==> src/rtl/demux_param_reg.sv <==
// Registered 1-to-SIZE demultiplexer with one output register per lane and an
// independent valid/ready handshake on each lane. Out-of-range selects are dropped and counted.
module demux_param_reg #(
  parameter int BITS  = 2,
  parameter int SIZE  = 4,
  parameter int WIDTH = 1
) (
  input  logic                    clk,
  input  logic                    rst,
  input  logic                    in_valid,
  output logic                    in_ready,
  input  logic [WIDTH-1:0]        in_data,
  input  logic [BITS-1:0]         in_select,
  output logic [SIZE-1:0]         out_valid,
  input  logic [SIZE-1:0]         out_ready,
  output logic [SIZE*WIDTH-1:0]   out_data,
  output logic                    sel_err,
  output logic [7:0]              drop_count
);

  logic [SIZE-1:0] lane_hit;
  logic            in_range;
  logic            accept;
  logic [SIZE-1:0] wr_lane;
  logic            drop;

  function automatic logic [7:0] sat_inc(input logic [7:0] v);
    return (v == 8'hFF) ? v : v + 8'd1;
  endfunction

  // One-hot decode of the select; an all-zero result means the select is past the last lane.
  always_comb begin
    lane_hit = '0;
    for (int i = 0; i < SIZE; i++) begin
      if (in_select == BITS'(i)) lane_hit[i] = 1'b1;
    end
    in_range = |lane_hit;
    in_ready = ~in_range | (|(lane_hit & (~out_valid | out_ready)));
    accept   = in_valid & in_ready;
    wr_lane  = lane_hit & {SIZE{accept}};
    drop     = accept & ~in_range;
  end

  // Lane registers: a write wins over a drain so a full lane streams without a bubble.
  always_ff @(posedge clk or negedge rst) begin
    if (!rst) begin
      out_valid  <= '0;
      out_data   <= '0;
      sel_err    <= 1'b0;
      drop_count <= 8'd0;
    end else begin
      for (int i = 0; i < SIZE; i++) begin
        if (wr_lane[i]) begin
          out_valid[i]                <= 1'b1;
          out_data[i*WIDTH +: WIDTH]  <= in_data;
        end else if (out_ready[i]) begin
          out_valid[i]                <= 1'b0;
        end
      end
      if (drop) begin
        sel_err    <= 1'b1;
        drop_count <= sat_inc(drop_count);
      end
    end
  end

endmodule

==> config.mk <==
export PLATFORM = sky130hd
export DESIGN_NAME = demux_param_reg
export DESIGN_NICKNAME = d
export VERILOG_FILES = /design/src/rtl/demux_param_reg.sv
export SDC_FILE = /design/constraint.sdc
export NUM_CORES = 1
export LEC_CHECK = 0
export ABC_AREA = 1
export BUFFER_PORTS_ARGS = -buffer_cell sky130_fd_sc_hd__buf_2
export CAP_MARGIN = 15
export CORE_UTILIZATION = 35
export DETAILED_ROUTE_END_ITERATION = 6
export GPL_TIMING_DRIVEN = 0
export PLACE_DENSITY = 0.69
export SLEW_MARGIN = 20
export SYNTH_ARGS = -nofsm -noshare
export SYNTH_HDL_FRONTEND = slang
export SYNTH_SLANG_ARGS = --single-unit
==> constraint.sdc <==
create_clock -name clk -period 1.45 [get_ports clk]
set_clock_uncertainty 0.1 [all_clocks]
set_input_delay 0.29 -clock clk [delete_from_list [all_inputs] [get_ports clk]]
set_output_delay 0.29 -clock clk [all_outputs]
set_load 0.005 [all_outputs]
### Yosys cells after proc, flatten, opt, wreduce, memory -nomap -nowiden

Index checks and enable logic that the tools add are counted.

| cells by class | value |
|---|---|
| order comparisons | 0 |
| div/mod/pow operators | 0 |
| shift operators | 0 |
| mux-type cells | 12 |
| $add $sub $neg | 1 |
| bitwise operators | 9 |
| reductions and logical operators | 8 |
| equality and inequality tests | 4 |
| multiply operators | 0 |

Operators with widths:

| cell | number |
|---|---|
| $mux W1 | 12 |
| $add A8 B1 Y8 const B | 1 |
| $and A4 B4 Y4 | 2 |
| $eq A8 B8 Y1 const B | 1 |
| $reduce_bool A2 Y1 | 4 |
| $reduce_or A4 Y1 | 2 |
| $eq A2 B2 Y1 const B | 2 |
| $not A4 Y4 | 1 |
| $or A4 B4 Y4 | 1 |
| $and A1 B1 Y1 | 2 |
| $eq A2 B1 Y1 const B | 1 |
| $logic_not A2 Y1 | 1 |
| $not A1 Y1 | 2 |
| $reduce_and A2 Y1 | 1 |
| $or A1 B1 Y1 | 1 |

| word-level totals | value |
|---|---|
| memories kept | 0 |
| bits in latches | 0 |
| memory bits (writable) | 0 |
| bits of input ports | 10 |
| register bits after elaboration | 17 |
| bits in read-only memories | 0 |
| output and inout port bits | 18 |

### Depth between registers and ports, before layout

Gate-level depths: netlist (run 1).

| depth | value |
|---|---|
| depth after elaboration | 8 |
| mapped depth | 9 |

### Worst setup path before layout (run 1)

No wires, ideal clock.

| timing path | value |
|---|---|
| path kind | input-to-output |
| start point | input port in_select[1] |
| end point | output port in_ready |
| slack | 316 ps |
| stages | 5 |
| arrival time | 744 ps |
| cells stage by stage | nor2_1 -> nand2_1 -> nand2_1 -> inv_2 -> nand2_8 |

| on the way | value |
|---|---|
| word-level cells in the longest chain between the ends | 5 |

RTL lines:

| item | line | RTL |
|---|---|---|
| start: declaration | 13 | `input logic [BITS-1:0] in_select,` |
| $eq A2 B1 Y1, or another cell as far along | 35 | `if (in_select == BITS'(i)) lane_hit[i] = 1'b1;` |
| $mux W1 | 35 |  |
| $and A4 B4 Y4 / $reduce_or A4 Y1 (equally long branches) | 38, 37 |  |
| $reduce_or A4 Y1 / $not A1 Y1 (equally long branches) | 38 | `in_ready = ~in_range \| (\|(lane_hit & (~out_valid \| out_ready)));` |
| $or A1 B1 Y1 (*) | 38 |  |
| end: declaration | 11 | `output logic in_ready,` |

Every way passes the cells marked *; elsewhere a longest branch is shown, timed or not.

### Worst setup path after layout (run 1)

| timing path | value |
|---|---|
| start point | register out_valid[0] |
| end point | register out_valid[0] |

| on the way | value |
|---|---|
| word-level cells in the longest chain between the ends | 8 |

RTL lines:

| item | line | RTL |
|---|---|---|
| start: declaration | 14 | `output logic [SIZE-1:0] out_valid,` |
| start signal: assignment | 47 | `out_valid <= '0;` |
| start signal: indexed assignment | 54 | `out_valid[i] <= 1'b1;` |
| start signal: indexed assignment | 57 | `out_valid[i] <= 1'b0;` |
| $not A4 Y4 (*) | 38 |  |
| $or A4 B4 Y4 (*) | 38 |  |
| $and A4 B4 Y4 (*) | 38 |  |
| $reduce_or A4 Y1 (*) | 38 |  |
| $or A1 B1 Y1 (*) | 38 |  |
| $and A1 B1 Y1 (*) | 39 | `accept = in_valid & in_ready;` |
| $and A4 B4 Y4 (*) | 40 | `wr_lane = lane_hit & {SIZE{accept}};` |
| $mux W1 / $reduce_bool A2 Y1 (equally long branches) | -- |  |

Marked as above.
A chain may end at the register's enable or synchronous reset.

==> key figures, run 1 <==
Yosys
  • Syn nets: 81
  • Synth area leader: dfrtp_1
  • Synthesized area per cell: 9.69 um2
  • Post-synthesis register bit count: 17
  • Mapped Cells: 71
  • Yosys cell types: 11
  • Synth Warn #: 0
  • Sequential share of the synthesized area: 61.8%
  • Mapped Area: 688 um2
  • Synth top area cells: dfrtp_1, nand2_1, nand3_2, clkbuf_1, nand4_1
  • Synth top area share: 61.8%

Power and ir drop
  • Worst vdd ir: 0.723 mV
  • Leak: 0.583 nW
  • Design Power: 930 uW
  • Pwr Density: 945 nW/um2

Cells and area
  • Nets: 124
  • Fill count: 167
  • Diode count: 0
  • Fin area: 985 um2
  • Synth-to-Final Area Change: 43.1%
  • Share of cells above drive strength 1: 49.6%

Global routing
  • Initial antenna violation count: 0
  • Global-route congestion overflow total: 0
  • Largest net degree at the start of global routing: 18
  • GRT Total Usage: 13.5%
  • First-pass GRT wire length: 2010 um
  • Vias in the first global route: 504

Place
  • Dpl ws: 0.0111 ns
  • Placer Congestion: 0.726
  • Placed inst area: 850 um2
  • DPL Wire Length: 869 um
  • IO Port Bufs: 26

Routing
  • Initial DRC count: 0
  • Via count: 575
  • Vias per std cell: 4.17
  • Post-route DRC violation count: 0
  • Routed wire length: 1300 um
  • Iteration count of the initial detailed-routing pass: 1
  • Antenna Violating Nets Remaining: 0
  • Routed WL per cell: 9.44 um

Timing
  • Post-route clock period utilization: 101%
  • Final hold violations: 0
  • Worst-margin pin slew: 0.377 ns
  • Slew Limit Fails: 0
  • Unrepaired setup endpoints after global routing: true
  • Crit path time final: 1.47 ns
  • Setup ws final: -0.0213 ns
  • Relative slew margins: 74.9%
  • Final Setup Violations: 2
  • Fmax: 680 MHz

Worst setup path
  • Highest cell delay on the worst timing path: 0.37 ns
  • CP Buf/Inv Count: 7
  • CP Capture Type: flop
  • Crit-path cells: nand2_2 > buf_4 > buf_4 > buf_4 > buf_4 > buf_4 > buf_4 > buf_4 > nand2_2
  • Arrival @ worst endpoint: 1.59 ns
  • CP required: 1.57 ns
  • Cell family with most CP delay: buffers and inverters
  • Crit path max fanout: 2
  • Most frequent CP cell: buf_4
  • CP max stage cell: dfrtp_1
  • CP Class: reg2reg
  • Worst setup path start: out_valid[0]
  • Startpoint types: flop
  • FF-to-FF Start: out_valid[0]

Floorplanning
  • Core area: 1780 um2
  • Die width: 46.3 um
  • IO Count: 28
  • Row count: 15
  • Die ar.: 2150 um2
  • Die Ht: 46.3 um
  • Initial Util: 38.6%

Hold path
  • Hold Crit Class: in2reg
  • Hold_sp: in_data

Run status
  • Failing checks: negative setup slack
  • Outcome: finished with violations

Clock tree
  • CTS tree: yes
  • Num CTS Buffers: 3
  • CTS max path bufs: 2
  • H-tree depth: 1
  • Clk root buf: clkbuf_4
  • Worst-Skew Late Latency: 0.27 ns
  • CTS sink cnt: 17
  • Clock transition at the registers of the reported paths: 0.09 ns

Flow run
  • Max Cap Viol: 0
==> where the power goes <==
| group | internal [mW] | switching [mW] | total, mW |
|---|---|---|---|
| Clock | 0.106 | 0.130 | 0.237 |
| Combinational | 0.0830 | 0.0882 | 0.171 |
| Sequential | 0.506 | 0.0167 | 0.522 |
| Total | 0.695 | 0.235 | 0.930 |
==> worst register-to-register path, cell delays in order (launching register included) <==
cell and delay, ns:
dfrtp_1 0.37, nand2_2 0.06, buf_4 0.12, buf_4 0.12, buf_4 0.12, buf_4 0.12, buf_4 0.12, buf_4 0.12
buf_4 0.12, nand2_2 0.05
==> synth_stat cells <==
library cell,count
nor2_1,1
nor2_2,2
dfrtp_1,17
inv_1,5
nand2_1,23
nand4_1,4
nand2_8,1
nand3_2,4
inv_2,4
buf_4,1
clkbuf_1,9
==> sequential cells by signal (all words and copies together) (netlist names) <==
signal,count
drop_count,8
out_data,4
out_valid,4
sel_err,1
==> worst paths after layout <==
kind                            endpoint  slack (ns)  cells after the start
setup / recovery            out_valid[0]       -0.02                      9
hold / removal               out_data[1]        0.20                      3
setup reg to reg            out_valid[0]       -0.02                      9
hold reg to reg            drop_count[5]        0.36                      1
max in group asynchronous   out_valid[1]        0.63                      2
min in group asynchronous  drop_count[4]        0.35                      2
==> area by class of cell <==
class / count / area [um2] / share of cell area, %
plain buffers: 10 / 41.3 / 4.19
clock buffers: 4 / 26.3 / 2.67
inverters: 9 / 33.8 / 3.43
multi-input cells: 35 / 198 / 20.1
flip-flops and latches: 17 / 425 / 43.2
well taps: 25 / 31.3 / 3.18
repair buffers: 38 / 229 / 23.3
==> repair_timing <==
action | in CTS | in global routing
setup endpoints to repair | 1 | 2
pin swaps | 6 | 4
hold buffers | 1 | 0
buffers inserted | 10 | 1
endpoints found under the hold margin | 17 | 0
resized for setup | 1 | 4
gates cloned | 0 | 0
==> routing by layer <==
metal	track usage [%]	wire [um]	up-vias
li1	-	-	292
met1	18.6	617	262
met2	20.8	612	21
met3	2.35	73	0
met4	5.29	0	0
met5	0	0	-
==> stage by stage <==
stage / TNS (ns) / cells / utilization [%] / hold slack, ns
2_1_floorplan: 0 / 71 / - / -0.106
3_3_place_gp: 0 / 122 / 47.6 / 0.121
3_5_place_dp: 0 / 122 / 47.6 / 0.126
4_1_cts: -0.0317 / 137 / 54.2 / 0.174
5_1_grt: -0.168 / 138 / 55.2 / 0.204
6_report: -0.0375 / 138 / 55.2 / 0.201
==> cells by family after synthesis <==
group,synth area share (%)
buffers and inverters,10.9
and+or+nand+nor,27.3
DFF,61.8
==> placed cells by master (no fill, tap or decap) <==
cell type	Yosys	layout
nand4_1	4	4
buf_4	1	12
nor2_2	2	2
nand2_1	23	19
nand3_2	4	4
nand2_8	1	1
clkbuf_4	0	3
dfrtp_1	17	17
nand2_2	0	4
inv_1	5	5
buf_6	0	1
clkbuf_1	9	10
nor2_1	1	1
buf_2	0	25
inv_2	4	4
dlygate4sd3_1	0	1
(Power assumes the default switching activity.)
==> run 2, diff against run 1 <==
SKIP_CTS_REPAIR_TIMING = 1   (was not set)
==> key figures, run 2 (synthesis gave the netlist of run 1 again) <==
Run status
  • Outcome: finished with violations
  • Failing checks: negative setup slack

Floorplanning
  • Core area: 1780 um2 (unchanged)
  • IO Count: 28 (unchanged)
  • Die Ht: 46.3 um (unchanged)
  • Die width: 46.3 um (unchanged)
  • Die ar.: 2150 um2 (unchanged)
  • Initial Util: 38.6% (unchanged)
  • Row count: 15 (unchanged)

Routing
  • Post-route DRC violation count: 0 (unchanged)
  • Via count: 544 (-5.4%)
  • Initial DRC count: 4 (+4)
  • Routed wire length: 1180 um (-9.3%)
  • Antenna Violating Nets Remaining: 0 (unchanged)
  • Vias per std cell: 4.22 (+1.2%)
  • Iteration count of the initial detailed-routing pass: 4 (+3)
  • Routed WL per cell: 9.16 um (-3.0%)

Timing
  • Final Setup Violations: 1 (-1)
  • Fin Hold WS: 0.155 ns (-0.0457 ns)
  • Worst-margin pin slew: 0.363 ns (-0.0141 ns)
  • Final hold violations: 0 (unchanged)
  • Sum of negative setup slack: -0.0214 ns (+0.0161 ns)
  • Fmax: 680 MHz (about the same)
  • Setup ws final: -0.0214 ns (-0.0000937 ns)
  • Post-route clock period utilization: 101% (about the same)
  • Slew Limit Fails: 0 (unchanged)
  • Crit path time final: 1.47 ns (+0.0000937 ns)
  • Relative slew margins: 75.8% (+0.94 points)
  • Unrepaired setup endpoints after global routing: true

Power and ir drop
  • Worst vdd ir: 0.722 mV (about the same)
  • Design Power: 916 uW (-1.5%)
  • Leak: 0.544 nW (-6.6%)
  • Pwr Density: 1000 nW/um2 (+6.0%)

Place
  • Placer Congestion: 0.726 (unchanged)
  • IO Port Bufs: 26 (unchanged)
  • DPL Wire Length: 869 um (unchanged)
  • Dpl ws: 0.0111 ns (unchanged)

Cells and area
  • Nets: 115 (-7.3%)
  • Most common cell after layout, fill and taps aside: buf_2
  • Fin util: 51.3% (-3.9 points)
  • Max reg flops: 8 (unchanged)
  • Most flop-heavy register: drop_count
  • Synth-to-Final Area Change: 32.9%
  • Commonest cells after routing, fill and taps aside: buf_2, nand2_1, dfrtp_1, clkbuf_1, inv_1
  • Diode count: 0 (unchanged)
  • Share of cells above drive strength 1: 44.2% (-5.3 points)
  • Regs by FF count: drop_count x8, out_data x4, out_valid x4

Clock tree
  • CTS max path bufs: 2 (unchanged)
  • CTS sink cnt: 17 (unchanged)
  • CTS tree: yes
  • Worst-Skew Late Latency: 0.27 ns (about the same)
  • H-tree depth: 1 (unchanged)
  • Clk root buf: clkbuf_4
  • Num CTS Buffers: 3 (unchanged)
  • Clock transition at the registers of the reported paths: 0.09 ns (about the same)

Worst setup path
  • Crit path max fanout: 3 (+1)
  • CP max stage cell: dfrtp_1
  • CP Buf/Inv Count: 2 (-5)
  • CP Class: reg2out
  • Arrival @ worst endpoint: 1.08 ns (-0.51 ns)
  • Most frequent CP cell: nand2_2
  • CP Capture Type: output pin
  • CP required: 1.06 ns (-0.51 ns)
  • Startpoint types: flop
  • Crit-path cells: nand2_2 > nand2_1 > nand2_2 > inv_2 > nand2_8 > buf_6
  • Highest cell delay on the worst timing path: 0.36 ns (about the same)
  • Cell family with most CP delay: flip-flops

Global routing
  • GRT Total Usage: 11.8% (-1.6 points)
  • Global-route congestion overflow total: 0 (unchanged)
  • Initial antenna violation count: 0 (unchanged)
  • Vias in the first global route: 438 (-13%)
  • First-pass GRT wire length: 1770 um (-12%)
  • Largest net degree at the start of global routing: 18 (unchanged)

Hold path
  • Hold Crit Class: in2reg

Flow run
  • Max Cap Viol: 0 (unchanged)
[run 2: cell types whose count changed in the layout (fill, tap and decap cells not counted)]
cell / delta
buf_4: -9
nand2_1: +1
nand2_2: -1
[run 2: worst paths after layout]
kind	start	endpoint	slack, ns	cells after the start
max in group asynchronous	rst	out_valid[1]	0.64	2
worst min register to register	drop_count[5]	drop_count[5]	0.36	1
worst min-delay path	out_ready[2]	out_valid[2]	0.16	4
worst max register to register	out_valid[2]	out_data[3]	0.23	9
worst max-delay path	out_valid[1]	in_ready	-0.02	6
min in group asynchronous	rst	drop_count[2]	0.35	2
[run 2: final cells by class]
type	count	area, um2
Buffer	10	41.3
Clock buffer	4	26.3
Fill cell	180	868
Inverter	9	33.8
Multi-Input combinational cell	35	195
Sequential cell	17	425
Tap cell	25	31.3
Timing Repair Buffer	29	161
[run 2: worst reg2reg max path, cell delays in order (launching register included)]
cell and delay (ns):
dfrtp_1 0.39, nand2_2 0.08, nand2_1 0.05, nand2_1 0.07
inv_2 0.06, nand2_8 0.07, buf_4 0.12, nand3_2 0.07
nand2_1 0.06, nand2_1 0.05
[run 2: metal layers]
layer  track usage [%]  up-vias  part of all wire, %
li1                  -      275                    -
met1              17.8      244                   49
met2              16.1       25                   45
met3              2.35        0                  6.6
met4              5.29        0                    0
met5                 0        -                    0
[run 2: through the flow]
step                      area [um2]  std cells
final                            915        129
after global routing             915        129
after CTS                        876        126
after detailed placement         850        122
after global placement           850        122
after floorplan                  688         71
[run 2: power by group]
part | total, mW | switching, mW | internal (mW)
Sequential | 0.522 | 0.0161 | 0.506
Clock | 0.238 | 0.132 | 0.107
Combinational | 0.156 | 0.0845 | 0.0717
